$ cat config.mk
export PLATFORM = sky130hd
export DESIGN_NAME = bsg_link_core_rx_gearbox
export DESIGN_NICKNAME = d
export VERILOG_FILES = /design/src/rtl/bsg_link_core_rx_gearbox.sv
export SDC_FILE = /design/constraint.sdc
export NUM_CORES = 1
export LEC_CHECK = 0
export BUFFER_PORTS_ARGS = -buffer_cell sky130_fd_sc_hd__buf_2
export CAP_MARGIN = 10
export CORE_MARGIN = 2
export CORE_UTILIZATION = 57
export CTS_CLUSTER_DIAMETER = 30
export DETAILED_ROUTE_END_ITERATION = 16
export PLACE_DENSITY = 0.83
export SLEW_MARGIN = 10
export SYNTH_ARGS = -nofsm -noshare
export SYNTH_HDL_FRONTEND = slang
export SYNTH_SLANG_ARGS = --single-unit
$ cat constraint.sdc
create_clock -name core_clk_i -period 3.25 [get_ports core_clk_i]
set_clock_uncertainty 0.05 [all_clocks]
set_input_delay 0.65 -clock core_clk_i [delete_from_list [all_inputs] [get_ports core_clk_i]]
set_output_delay 0.65 -clock core_clk_i [all_outputs]
set_load 0.02 [all_outputs]
$ cat src/rtl/bsg_link_core_rx_gearbox.sv
// Downstream-to-core gearbox: pops IN_WIDTH-bit words (valid/yumi) and emits OUT_WIDTH-bit beats,
// low slice first, over valid/ready. Optional statistics counters guarded by `LINK_RX_STATS_EN.
module bsg_link_core_rx_gearbox #(
   parameter int IN_WIDTH  = 64,
   parameter int OUT_WIDTH = 16,
   parameter int CNT_WIDTH = 16
) (
   input  logic                 core_clk_i,
   input  logic                 core_reset_n_i,
   input  logic                 link_valid_i,
   input  logic [IN_WIDTH-1:0]  link_data_i,
   output logic                 link_yumi_o,
   output logic                 out_valid_o,
   output logic [OUT_WIDTH-1:0] out_data_o,
   output logic                 out_last_o,
   input  logic                 out_ready_i,
   output logic                 busy_o,
   output logic [CNT_WIDTH-1:0] stat_words_o,
   output logic [CNT_WIDTH-1:0] stat_beats_o,
   output logic [CNT_WIDTH-1:0] stat_stall_o
);

   localparam int BEATS = IN_WIDTH / OUT_WIDTH;
   localparam int IDX_W = (BEATS > 1) ? $clog2(BEATS) : 1;

   // State encoding is literally {active_v, next_v}.
   typedef enum logic [1:0] {
      EMPTY = 2'b00,
      ONE   = 2'b10,
      TWO   = 2'b11
   } state_e;

   state_e                             state_q;
   logic [IDX_W-1:0]                   idx_q;
   logic [IDX_W-1:0]                   idx_d;
   logic [BEATS-1:0][OUT_WIDTH-1:0]    active_q;
   logic [IN_WIDTH-1:0]                next_q;

   logic active_v;
   logic next_v;
   logic yumi;
   logic fire;
   logic last;
   logic retire;

   assign active_v = state_q[1];
   assign next_v   = state_q[0];
   assign yumi     = core_reset_n_i & link_valid_i & ~next_v;
   assign fire     = active_v & out_ready_i;
   assign last     = (idx_q == IDX_W'(BEATS - 1));
   assign retire   = fire & last;

   always_comb begin
      idx_d = idx_q;
      if (retire)    idx_d = '0;
      else if (fire) idx_d = idx_q + IDX_W'(1);
   end

   always_ff @(posedge core_clk_i or negedge core_reset_n_i) begin
      if (!core_reset_n_i) begin
         state_q  <= EMPTY;
         idx_q    <= '0;
         active_q <= '0;
         next_q   <= '0;
      end else begin
         idx_q <= idx_d;
         case (state_q)
            EMPTY: begin
               if (yumi) begin
                  active_q <= link_data_i;
                  idx_q    <= '0;
                  state_q  <= ONE;
               end
            end
            ONE: begin
               // A word arriving in the same cycle the active word retires bypasses next.
               if (yumi && !retire) begin
                  next_q  <= link_data_i;
                  state_q <= TWO;
               end else if (yumi) begin
                  active_q <= link_data_i;
               end else if (retire) begin
                  state_q <= EMPTY;
               end
            end
            TWO: begin
               if (retire) begin
                  active_q <= next_q;
                  state_q  <= ONE;
               end
            end
            default: state_q <= EMPTY;
         endcase
      end
   end

   assign link_yumi_o = yumi;
   assign out_valid_o = active_v;
   assign out_data_o  = active_q[idx_q];
   assign out_last_o  = active_v & last;
   assign busy_o      = (state_q != EMPTY);

`ifdef LINK_RX_STATS_EN
   function automatic logic [CNT_WIDTH-1:0] sat_inc(input logic [CNT_WIDTH-1:0] cnt,
                                                    input logic                 en);
      return (en && (cnt != '1)) ? cnt + CNT_WIDTH'(1) : cnt;
   endfunction

   logic [CNT_WIDTH-1:0] words_q;
   logic [CNT_WIDTH-1:0] beats_q;
   logic [CNT_WIDTH-1:0] stall_q;

   always_ff @(posedge core_clk_i or negedge core_reset_n_i) begin
      if (!core_reset_n_i) begin
         words_q <= '0;
         beats_q <= '0;
         stall_q <= '0;
      end else begin
         words_q <= sat_inc(words_q, yumi);
         beats_q <= sat_inc(beats_q, fire);
         stall_q <= sat_inc(stall_q, active_v & ~out_ready_i);
      end
   end

   assign stat_words_o = words_q;
   assign stat_beats_o = beats_q;
   assign stat_stall_o = stall_q;
`else
   assign stat_words_o = '0;
   assign stat_beats_o = '0;
   assign stat_stall_o = '0;
`endif

endmodule

# After elaboration in Yosys (flattened, before gate mapping)

Index checks and enable logic that the tools add are counted.

Output and inout port bits: 68
Bits of input ports: 68
Flip-flop bits (word level): 132
Logic and storage cells: 47

Bitwise gates (word level): 6
Reduce and logical (&&, ||, !) cells: 8
$lt $le $gt $ge: 1
$add $sub $neg: 1
Muxes and demuxes: 16
Equal/unequal tests: 8

Operators by type and width:

| operator            | number |
|---|---|
| $mux 64             | 3 |
| $pmux 64 s3         | 1 |
| $bmux 16 s2         | 1 |
| $mux 2              | 9 |
| $mux 16             | 1 |
| $eq 2x2->1 const B  | 3 |
| $ne 2x2->1 const B  | 3 |
| $ne 3x3->1 const B  | 2 |
| $pmux 2 s3          | 1 |
| $and 1x1->1         | 5 |
| $reduce_and 4->1    | 1 |
| $lt 2x3->1 const B  | 1 |
| $reduce_and 3->1    | 1 |
| $reduce_bool 3->1   | 1 |
| $add 2x1->2 const B | 1 |
| $logic_not 2->1     | 1 |
| $reduce_and 2->1    | 1 |
| $reduce_bool 2->1   | 1 |
| $logic_and 1x1->1   | 1 |
| $logic_not 1->1     | 1 |
| $not 1->1           | 1 |

# Longest topological paths before layout

Word-level depth: 6
Gate-level depth with buffers: 8
Gate-level depth less buffers: 6

# Worst setup path after synthesis

No wires, ideal clock.

Path kind: register to output
Start: register idx_q[0]
End: output out_data_o[10]
Buffers on the path: 2
Setup slack: 1.060 ns
Data arrival time: 1.490 ns
Data required time: 2.550 ns
Cell stages (with the launch flop): 4
Cell sequence: dfrtp_1 > buf_2 > buf_2 > mux4_2

Cells in the longest elaborated chain, start to end: 2

Ends and longest elaborated chain:

| element                       | RTL line | text |
|---|---|---|
| from (decl)                   | 34       | `logic [IDX_W-1:0] idx_q;` |
| from (signal assigned)        | 66       | `idx_q <= idx_d;` |
| $bmux 16 s2                   | 99       | `assign out_data_o = active_q[idx_q];` |
| $mux 16 (implied by the code) | 99       |  |
| to (decl)                     | 14       | `output logic [OUT_WIDTH-1:0] out_data_o,` |

Every way passes these cells. The select of a mux whose other input is x is not followed.

# Final worst setup path

Start: register idx_q[0]
End: output out_data_o[0]

The elaborated chain is that of the path after synthesis.

==> out/qor.txt <==
================================================================================
Run status                                                          finished, final reports clean
Commonest cells after routing, fill and taps aside                  193 x sky130_fd_sc_hd__nand2_1, 132 x sky130_fd_sc_hd__dfrtp_1, 128 x sky130_fd_sc_hd__mux2_2
Number of setup buffers added after CTS                                        0
CTS tree                                                                    done
Setup TNS after final layout                                                0 ns
Clock root buffer                                                   sky130_fd_sc_hd__clkbuf_16
Width of the chip                                                         112 um
Number of antenna violations at the first check in global routing              0
Ratio of routed vias to standard cells                                      5.54
Floorplan Core Area                                                   11400 um^2
Syn Inst Count                                                               586
Flip-flop and latch count after synthesis                                    132
Maximum fanout count along the critical path                                  19
Clock latency on the worst-skew pair                                     0.41 ns
HP Class                                                                in2async
Detailed-placement wirelength estimate                                   9340 um
Placer's final routability congestion estimate                             0.784
Initial core utilization                                                   0.583
Number of clock buffers inserted by TritonCTS                                 17
Power Total                                                              7.96 mW
Total wire length                                                       15500 um
Post-synthesis cell area                                               6630 um^2
Part of the power in combinational logic                                   0.369
Largest net degree at the start of global routing                             87
Static Leakage                                                           3.73 nW
Net Sw Power                                                             2.75 mW
Overall die area                                                      12500 um^2
Highest attainable clock frequency                                     0.389 GHz
Area growth from synthesis to final layout                                 15.3%
Num Clock Sinks                                                              132
I/O Pins                                                                     136
Share of the clock period used by the worst path after layout              0.791
Critical path class                                                      reg2out
Total GRT Usage                                                            0.263
Clock Pin Slew Worst Setup and Hold Paths                                0.06 ns
Vias                                                                        4553
Antenna Cells                                                                  0
Count of distinct cell types in the synthesized netlist                       28
Hold Slack                                                              0.272 ns
Final layout net count                                                       739
Critical path arrival                                                    1.87 ns
Yosys warnings                                                                 0
Worst-case setup margin in the final layout                             0.679 ns
Switching part of the total power                                          0.346
Number of iterations in the first detailed-routing pass                        5
Critical Path RT                                                         2.55 ns
Average wire length per cell after detail routing                        18.9 um
Max Transition Viols Final                                                     0
Power density of the placed cells                                   1040 nW/um^2
Leading cell type in the layout, fill and taps excluded             sky130_fd_sc_hd__nand2_1
CTS H-tree depth                                                               4
Global-route wire length before repair                                  25300 um
Slew at the pin closest to its max-slew limit                            1.07 ns
Part of the total power dissipated in sequential elements                  0.372
Sequential cell area fraction in the yosys report                          0.498
Final critical-path required period                                      2.57 ns
Final routed DRC violation total                                               0
Internal power component                                                 5.21 mW
Port Buf Inserts                                                              87
Post-Place Setup Slack                                                  0.954 ns
Maximum vdd drop                                                      0.000518 V
Number of hold-repair buffers added at the cts stage                           0
Launching element type of the critical path                                 flop
Initial drt markers                                                          358
Number of cell rows                                                           39
Clock power frac                                                           0.258
Number of hold violations in the final report                                  0
Proportion of layout cells with a drive suffix above 1                     0.404
Number of antenna-violating nets in the routed design                          0
Critical Path Sink Type                                             primary output
Number of global-route vias before repair                                   4784
Average instance area after synthesis                                  11.3 um^2
RSZ-0062 raised after global routing                                       false
Overflow after GRT                                                             0
Overall die height                                                        112 um
Maximum buffer depth of the clock tree                                         2
Count of max-cap constraint violations                                         0
Setup violators final                                                          0
Relative slew margins                                                      0.288
Post-CTS Resized                                                               0
================================================================================
sequential cells by signal, indices dropped and copies added (netlist names):
| name | flops |
|---|---|
| next_q | 64 |
| active_q | 64 |
| state_q | 2 |
| idx_q | 2 |
power groups by stage:
stage	logic (mW)	clock network [mW]	registers (mW)
floorplan	2.27	0	2.74
global placement	2.73	0	2.84
detailed placement	2.86	0	2.92
CTS	2.95	2.07	2.95
global route	3.17	2.14	3.05
finish	2.94	2.06	2.97
cell type report:
type | instances | area (um^2)
Clock buffer | 23 | 478
Clock inverter | 9 | 150
Fill cell | 790 | 3730
Inverter | 4 | 15.0
Multi-Input combinational cell | 416 | 2960
Sequential cell | 132 | 3300
Tap cell | 143 | 179
Timing Repair Buffer | 95 | 552
cells in the mapped netlist:
cell type                  number  area share
sky130_fd_sc_hd__and3_1         2      0.0019
sky130_fd_sc_hd__inv_1          3      0.0017
sky130_fd_sc_hd__nor3_1         1     0.00075
sky130_fd_sc_hd__o32ai_1        1      0.0013
sky130_fd_sc_hd__inv_2          1     0.00057
sky130_fd_sc_hd__buf_4         49       0.055
sky130_fd_sc_hd__o21ai_4        1      0.0025
sky130_fd_sc_hd__a21boi_0       1      0.0011
sky130_fd_sc_hd__a221oi_1       1      0.0013
sky130_fd_sc_hd__clkbuf_1      11      0.0062
sky130_fd_sc_hd__nand3_1        3      0.0023
sky130_fd_sc_hd__nor3b_1        1      0.0011
sky130_fd_sc_hd__nand3b_4       1      0.0030
sky130_fd_sc_hd__o221ai_1       1      0.0013
sky130_fd_sc_hd__and2_1         1     0.00094
sky130_fd_sc_hd__ha_1           5      0.0094
sky130_fd_sc_hd__buf_2          7      0.0053
sky130_fd_sc_hd__dfrtp_1      132        0.50
sky130_fd_sc_hd__nor2_1         3      0.0017
sky130_fd_sc_hd__conb_1         1     0.00057
sky130_fd_sc_hd__nand2_1      193        0.11
sky130_fd_sc_hd__a21oi_1        6      0.0045
sky130_fd_sc_hd__a22o_1         1      0.0013
sky130_fd_sc_hd__buf_1          8      0.0045
sky130_fd_sc_hd__buf_6          6       0.010
sky130_fd_sc_hd__mux2_2       128        0.22
sky130_fd_sc_hd__o21ai_0        2      0.0015
sky130_fd_sc_hd__mux4_2        16       0.054
worst max-delay path: stages, from the launching register on:
cell                      delay [ns]
sky130_fd_sc_hd__dfrtp_1        0.33
sky130_fd_sc_hd__buf_4          0.34
sky130_fd_sc_hd__mux4_2         0.60
sky130_fd_sc_hd__buf_2          0.18
metal layers:
| metal | vias to the layer above | track usage | part of all wire | routed length [um] |
|---|---|---|---|---|
| met2 | 221 | 0.424 | 0.50 | 7710 |
| met4 | 0 | 0.126 | 0.038 | 595 |
| met1 | 2262 | 0.341 | 0.41 | 6330 |
| li1 | 2018 | - | - | - |
| met5 | - | 0 | 0 | 0 |
| met3 | 52 | 0.0561 | 0.057 | 877 |
cell families after synthesis:
family	after synthesis	share of synthesized area
compound gates	14	0.0149
buf+inv	85	0.0840
mux	144	0.272
simple gates	205	0.121
flops	132	0.498
fa+ha+maj	5	0.00944
other cells	1	0.000566
final timing paths:
path | start | end | slack (ns) | cells past startpoint
max | idx_q[0] | out_data_o[0] | 0.68 | 3
min | core_reset_n_i | active_q[46] | 0.27 | 2
max reg2reg | idx_q[0] | state_q[1] | 0.84 | 6
min reg2reg | next_q[45] | next_q[45] | 0.42 | 2
max in group asynchronous | core_reset_n_i | next_q[62] | 1.99 | 2
min in group core_clk_i | link_data_i[42] | next_q[42] | 0.39 | 3
per-stage QoR:
stage	cells	area, um^2	utilization
2_1_floorplan	633	6810	-
3_3_place_gp	790	7010	0.617
3_5_place_dp	790	7010	0.617
4_1_cts	822	7640	0.672
5_1_grt	822	7640	0.672
6_report	822	7640	0.672
Power figures use the tool's default switching activity.
